===== src/rtl/io_blocks_pkg.sv =====
// rtl/io_blocks_pkg.sv - shared types and constants for the link alignment sequencer
package io_blocks_pkg;

    typedef enum logic [3:0] {
        ST_IDLE     = 4'd0,
        ST_SELECT   = 4'd1,
        ST_RESET    = 4'd2,
        ST_WAIT_RDY = 4'd3,
        ST_CLEAR    = 4'd4,
        ST_DWELL    = 4'd5,
        ST_LATCH    = 4'd6,
        ST_SETTLE   = 4'd7,
        ST_GRADE    = 4'd8,
        ST_DONE     = 4'd9
    } align_state_t;

    localparam int SETTLE_CYCLES = 2;
    // Wide enough for the default 2**20-cycle ready timeout.
    localparam int DEF_TMR_W     = 21;

    function automatic int max_of(input int a, input int b);
        return (a > b) ? a : b;
    endfunction

endpackage


===== src/rtl/link_align_sequencer_timer.sv =====
// rtl/link_align_sequencer_timer.sv - loadable saturating down-counter with zero flag
module align_timer
    import io_blocks_pkg::*;
#(
    parameter int W = DEF_TMR_W
) (
    input  logic         clk160,
    input  logic         rstb,
    input  logic         load,
    input  logic [W-1:0] load_val,
    output logic         zero
);

    logic [W-1:0] cnt;

    // Holds at zero instead of wrapping so a late consumer still sees the expiry.
    always_ff @(posedge clk160 or negedge rstb) begin
        if (!rstb) begin
            cnt <= '0;
        end else if (load) begin
            cnt <= load_val;
        end else if (cnt != '0) begin
            cnt <= cnt - 1'b1;
        end
    end

    assign zero = (cnt == '0);

endmodule


===== src/rtl/link_align_sequencer.sv =====
// rtl/link_align_sequencer.sv - walks enabled links through reset, delay search, dwell and grading
module link_align_sequencer
    import io_blocks_pkg::*;
#(
    parameter int NLINKS       = 12,
    parameter int CNT_W        = 32,
    parameter int RST_CYCLES   = 16,
    parameter int READY_TMO    = 2**20,
    parameter int DWELL_CYCLES = 2**16,
    parameter int MIN_BITS     = 2**18,
    parameter int MAX_RETRY    = 2,
    localparam int CUR_W       = (NLINKS > 1) ? $clog2(NLINKS) : 1
) (
    input  logic                    clk160,
    input  logic                    rstb,
    input  logic                    start,
    input  logic [NLINKS-1:0]       link_mask,
    input  logic [NLINKS-1:0]       delay_ready,
    input  logic [NLINKS-1:0]       waiting_trans,
    input  logic [NLINKS*CNT_W-1:0] bit_count,
    input  logic [NLINKS*CNT_W-1:0] err_count,
    output logic [NLINKS-1:0]       link_resetn,
    output logic [NLINKS-1:0]       counter_reset,
    output logic [NLINKS-1:0]       latch_counters,
    output logic [NLINKS-1:0]       delay_mode,
    output logic                    busy,
    output logic                    done,
    output logic [CUR_W-1:0]        cur_link,
    output logic [NLINKS-1:0]       link_pass,
    output logic [NLINKS-1:0]       link_fail,
    output logic [NLINKS-1:0]       fail_no_trans
);

    localparam int TMR_MAX = max_of(max_of(RST_CYCLES, READY_TMO), max_of(DWELL_CYCLES, SETTLE_CYCLES));
    localparam int TMR_W   = $clog2(TMR_MAX + 1);
    localparam int ATT_W   = $clog2(MAX_RETRY + 1) + 1;

    // Timers are loaded with N-1 so a state holding until zero lasts exactly N cycles.
    localparam logic [TMR_W-1:0] RST_LOAD    = TMR_W'(RST_CYCLES - 1);
    localparam logic [TMR_W-1:0] TMO_LOAD    = TMR_W'(READY_TMO - 1);
    localparam logic [TMR_W-1:0] DWELL_LOAD  = TMR_W'(DWELL_CYCLES - 1);
    localparam logic [TMR_W-1:0] SETTLE_LOAD = TMR_W'(SETTLE_CYCLES - 1);

    align_state_t       state, state_nxt;
    logic [NLINKS-1:0]  mask_q;
    logic [ATT_W-1:0]   attempts;
    logic [ATT_W-1:0]   att_nxt;
    logic               retry_ok;

    logic               tmr_load;
    logic [TMR_W-1:0]   tmr_val;
    logic               tmr_zero;

    logic [NLINKS-1:0]  cand;
    logic [CUR_W-1:0]   sel_idx;
    logic               sel_found;
    logic [NLINKS-1:0]  cur_oh;
    logic [CNT_W-1:0]   cur_bits;
    logic [CNT_W-1:0]   cur_errs;
    logic               grade_ok;

    logic               begin_pass;
    logic               sel_take;
    logic               attempt_fail;
    logic               fail_nt;
    logic               set_pass;

    align_timer #(.W(TMR_W)) u_timer (
        .clk160   (clk160),
        .rstb     (rstb),
        .load     (tmr_load),
        .load_val (tmr_val),
        .zero     (tmr_zero)
    );

    // Lowest-index link that is enabled for this pass and not yet graded.
    always_comb begin
        cand      = mask_q & ~(link_pass | link_fail);
        sel_idx   = '0;
        sel_found = 1'b0;
        for (int i = NLINKS - 1; i >= 0; i--) begin
            if (cand[i]) begin
                sel_idx   = CUR_W'(i);
                sel_found = 1'b1;
            end
        end
    end

    always_comb begin
        cur_oh           = '0;
        cur_oh[cur_link] = 1'b1;
        cur_bits         = bit_count[int'(cur_link) * CNT_W +: CNT_W];
        cur_errs         = err_count[int'(cur_link) * CNT_W +: CNT_W];
        grade_ok         = (cur_errs == '0) && (cur_bits >= CNT_W'(MIN_BITS));
        att_nxt          = attempts + ATT_W'(1);
        retry_ok         = (att_nxt <= ATT_W'(MAX_RETRY));
    end

    always_ff @(posedge clk160 or negedge rstb) begin
        if (!rstb) begin
            state <= ST_IDLE;
        end else begin
            state <= state_nxt;
        end
    end

    always_comb begin
        state_nxt    = state;
        tmr_load     = 1'b0;
        tmr_val      = '0;
        begin_pass   = 1'b0;
        sel_take     = 1'b0;
        attempt_fail = 1'b0;
        fail_nt      = 1'b0;
        set_pass     = 1'b0;
        case (state)
            ST_IDLE: begin
                if (start) begin
                    begin_pass = 1'b1;
                    state_nxt  = ST_SELECT;
                end
            end
            ST_SELECT: begin
                if (sel_found) begin
                    sel_take  = 1'b1;
                    tmr_load  = 1'b1;
                    tmr_val   = RST_LOAD;
                    state_nxt = ST_RESET;
                end else begin
                    state_nxt = ST_DONE;
                end
            end
            ST_RESET: begin
                if (tmr_zero) begin
                    tmr_load  = 1'b1;
                    tmr_val   = TMO_LOAD;
                    state_nxt = ST_WAIT_RDY;
                end
            end
            ST_WAIT_RDY: begin
                if (delay_ready[cur_link]) begin
                    state_nxt = ST_CLEAR;
                end else if (tmr_zero) begin
                    attempt_fail = 1'b1;
                    fail_nt      = waiting_trans[cur_link];
                end
            end
            ST_CLEAR: begin
                tmr_load  = 1'b1;
                tmr_val   = DWELL_LOAD;
                state_nxt = ST_DWELL;
            end
            ST_DWELL: begin
                if (tmr_zero) begin
                    state_nxt = ST_LATCH;
                end
            end
            ST_LATCH: begin
                tmr_load  = 1'b1;
                tmr_val   = SETTLE_LOAD;
                state_nxt = ST_SETTLE;
            end
            ST_SETTLE: begin
                if (tmr_zero) begin
                    state_nxt = ST_GRADE;
                end
            end
            ST_GRADE: begin
                if (grade_ok) begin
                    set_pass  = 1'b1;
                    state_nxt = ST_SELECT;
                end else begin
                    attempt_fail = 1'b1;
                end
            end
            ST_DONE: begin
                state_nxt = ST_IDLE;
            end
            default: begin
                state_nxt = ST_IDLE;
            end
        endcase

        // Timeout and grading failures share one retry path back to RESET.
        if (attempt_fail) begin
            if (retry_ok) begin
                tmr_load  = 1'b1;
                tmr_val   = RST_LOAD;
                state_nxt = ST_RESET;
            end else begin
                state_nxt = ST_SELECT;
            end
        end
    end

    always_ff @(posedge clk160 or negedge rstb) begin
        if (!rstb) begin
            mask_q        <= '0;
            cur_link      <= '0;
            attempts      <= '0;
            link_pass     <= '0;
            link_fail     <= '0;
            fail_no_trans <= '0;
            delay_mode    <= '0;
        end else begin
            if (begin_pass) begin
                mask_q        <= link_mask;
                link_pass     <= '0;
                link_fail     <= '0;
                fail_no_trans <= '0;
            end
            if (sel_take) begin
                cur_link            <= sel_idx;
                attempts            <= '0;
                delay_mode[sel_idx] <= 1'b1;
            end
            if (set_pass) begin
                link_pass[cur_link] <= 1'b1;
            end
            // The no-transition flag is only recorded on the final attempt so it always implies link_fail.
            if (attempt_fail) begin
                if (retry_ok) begin
                    attempts <= att_nxt;
                end else begin
                    link_fail[cur_link]     <= 1'b1;
                    fail_no_trans[cur_link] <= fail_nt;
                end
            end
        end
    end

    assign busy           = (state != ST_IDLE) && (state != ST_DONE);
    assign done           = (state == ST_DONE);
    assign link_resetn    = ~(cur_oh & {NLINKS{state == ST_RESET}});
    assign counter_reset  = cur_oh & {NLINKS{state == ST_CLEAR}};
    assign latch_counters = cur_oh & {NLINKS{state == ST_LATCH}};

endmodule


===== config.mk =====
export PLATFORM = sky130hd
export DESIGN_NAME = link_align_sequencer
export DESIGN_NICKNAME = d
export VERILOG_FILES = /design/src/rtl/io_blocks_pkg.sv /design/src/rtl/link_align_sequencer_timer.sv /design/src/rtl/link_align_sequencer.sv
export SDC_FILE = /design/constraint.sdc
export NUM_CORES = 1
export LEC_CHECK = 0
export BUFFER_PORTS_ARGS = -buffer_cell sky130_fd_sc_hd__buf_2
export CAP_MARGIN = 10
export CORE_AREA = 2 2 352 354
export DETAILED_ROUTE_END_ITERATION = 8
export DIE_AREA = 0 0 354 356
export PLACE_DENSITY = 0.3
export SLEW_MARGIN = 15
export SYNTH_ARGS = -nofsm -noshare
export SYNTH_HDL_FRONTEND = slang
export SYNTH_SLANG_ARGS = --single-unit

===== constraint.sdc =====
create_clock -name clk160 -period 3.2 [get_ports clk160]
set_input_delay 0.16 -clock clk160 [delete_from_list [all_inputs] [get_ports clk160]]
set_output_delay 0.16 -clock clk160 [all_outputs]
set_load 0.005 [all_outputs]

==> metrics.yaml <==
status: "complete, no violations"
most-common-layout-cells: "buf_2, nor4_1, dfrtp_1, nand2_1, nor2_1"
slew_headroom_pct: 56.58
crit_path_top_delay_cell: "dfrtp_4"
vias: 9188
finalNonFillerCells: 3143
drt_iter0_drc: 425
grt_pass1_wl_um: 72390
skew_ns: 0.01849
cts_buffers: 9
synth_top_area_share_pct: 36.09
rsz0062_at_grt: "true"
io_pins: 897
path_cells: "buf_12 > nor3_1 > a21oi_1 > mux4_2 > nand3b_1 > o31a_1 > a31oi_2 > buf_6 > buf_6 > o211ai_1 > buf_4 > mux2i_1"
clkSlewWorstSetupHoldPaths_ns: 0.08
finalHoldViolations: 0
gp_congestion: 0.7874
critPathLaunchType: "flop"
yosysUniqueCellTypes: 63
crit_type: "reg -> reg"
holdWs_ns: 0.02485
drtAntennaViolNets: 0
grt_max_degree: 59
arrival_ns: 3.30
drtPass1Iterations: 5
dp_cells: 3100
dp_worst_setup_slack_ns: -0.2644
setup_viol: 0
syn_inst: 738
syn_nets: 1548
htreeDepth: 3
fin_setup_tns_ns: 0
critPathRequiredTime_ns: 3.45
ys_seq_elements: 92
timing.rr.start: "cur_link[1]"
path_delay_family: "compound AO/OA/AOI/OAI gates"
layout_commonest_cell: "buf_2"
cts_root_buffer: "clkbuf_16"
ys_dominant_reg_cell: "dfrtp_1"
cap_violations: 0
tightest_slew_ns: 0.6514
grt_use_total_pct: 8.299
dp_hpwl_um: 48740
slew_viol_final: 0
ir_worst_vdd_mv: 0.2400
overflow: 0
final_layout_size_suffix_gt1_share_pct: 57.72
antenna_found_initial: 24
die_h_um: 356
cp-end-kind: "flop"
syn_to_final_growth_pct: 104.3
synth_edf_count: 0
tritoncts: "done"
num_rows: 129
vias_per_cell: 2.923
io_buffers: 680
path_buf_inv: 4
async_reset_ff_share_pct: 100.0
critPathMaxFanout: 15
nets: 2302
syn_area_mm2: 0.006380
fin_crit_sh_pct: 95.10
min_from: "link_mask[10]"
power_density_mw_per_mm2: 508.5
place_area_mm2: 0.01237
syn_area_per_cell_um2: 8.645
ys_seq_area_share_pct: 36.09
synth-warning-count: 0
setup_ws_ns: 0.1567
clock_latency_ns: 0.37
synthTopCellsByArea: "dfrtp_1, nor4_1, nand2_1, nor2_1, nand4_1"
clockBufferDepth: 2
slowest_delay_ns: 0.51
cts_sinks: 92
regArea_mm2: 0.002311
multiInputGateArea_mm2: 0.004014
grt_pass1_vias: 9489
finalWirelength_um: 55310
core-area_mm2: 0.1227
min_path_type: "in -> reg"
synth_top_area_cell: "dfrtp_1"
drcViolationCount: 0
n_fill_cell: 14335
die_w_um: 354
fin_crit_ns: 3.043
initial_core_util_pct: 5.201
startpoint: "cur_link[1]"
die-area_mm2: 0.1260
max_freq_ghz: 0.3286
wl_per_cell_um: 17.60
p_leak_nw: 5.886
cpMostUsedCell: "buf_6"
fin_area_mm2: 0.01303
state kept, by name, indices dropped and copies added, names as in the netlist:
register	cells
u_timer.cnt	21
delay_mode	12
fail_no_trans	12
link_fail	12
link_pass	12
mask_q	12
cur_link	4
state	4
attempts	3
where the power goes:
| part | total [mW] | switching [mW] | internal (mW) |
|---|---|---|---|
| combinational | 3.64 | 2.02 | 1.62 |
| clock | 1.17 | 0.533 | 0.633 |
| sequential | 1.82 | 0.344 | 1.48 |
| total | 6.63 | 2.89 | 3.73 |
worst paths after layout:
check	end	slack [ns]	depth (start not counted)
worst min register to register	delay_mode[11]	0.46	1
worst max register to register	fail_no_trans[1]	0.16	12
min in group asynchronous	delay_mode[9]	0.30	2
max in group asynchronous	fail_no_trans[8]	2.12	3
worst min-delay path	mask_q[10]	0.02	2
worst max-delay path	fail_no_trans[1]	0.16	12
worst register-to-register path, stage by stage, from the launching register on:
cell and delay [ns]:
dfrtp_4 0.51, buf_12 0.17, nor3_1 0.28, a21oi_1 0.07, mux4_2 0.47, nand3b_1 0.27
o31a_1 0.34, a31oi_2 0.16, buf_6 0.18, buf_6 0.11, o211ai_1 0.09, buf_4 0.17
mux2i_1 0.11
metrics by stage:
stage / power, mW / utilization, %
finish: 6.626 / 10.62
global route: 7.166 / 10.61
CTS: 6.738 / 10.54
detailed placement: 5.291 / 10.09
global placement: 5.306 / 10.09
floorplan: 3.458 / -
logic make-up after synthesis:
group / share of synthesized area [%]
AOI/OAI and AO/OA: 12.57
adders and majority gates: 0.5884
buffers and inverters: 3.393
and+or+nand+nor: 37.13
xor gates and xnor gates: 2.608
muxes: 7.629
DFF: 36.09
layer usage:
layer  track usage, %  share of wire [%]  up-vias
met5                0               0.14        -
met4            1.669                2.1       12
met3            3.472                 11       59
met2            13.71                 46      526
met1            10.05                 41     4234
li1                 -                  -     4357
Yosys cell counts (2+ instances only):
master	count
buf_6	2
mux2_2	13
nor3_1	35
nand4_1	29
or3_1	8
nand2_1	85
o211ai_1	3
o21ai_1	4
mux2i_1	16
ha_1	3
or4_1	7
buf_2	7
nor2_1	75
or2_2	2
nor4_1	120
mux4_2	8
o31ai_1	5
nor4b_1	8
xnor2_1	16
o211ai_2	8
and2_1	3
a211oi_1	2
xor2_1	3
dfrtp_1	92
clkbuf_1	15
nor3b_1	9
nor2b_1	13
buf_4	8
o21ai_0	22
nand4b_1	2
a22o_1	12
o21bai_1	2
a31o_2	3
nand2b_1	10
a21o_1	9
nand3_1	19
nand3b_1	3
a21oi_1	18
inv_1	6
o21ai_2	10
layout make-up:
cell class	count	share of cell area (%)
Antenna cell	9	0.1728
Clock buffer	11	1.863
Clock inverter	5	0.4705
Inverter	6	0.1728
Multi-Input combinational cell	608	30.80
Sequential cell	92	17.73
Tap cell	1637	15.72
Timing Repair Buffer	775	33.07
repair_timing:
item / CTS / global route
pin swaps: 8 / 3
gates cloned: 0 / 1
resized for setup: 15 / 17
buffers inserted: 12 / 0
endpoints found under the setup margin: 50 / 48
hold buffers: 5 / 0
hold endpoints to repair: 38 / 0
Note: power is estimated with default switching activity, not from simulation.
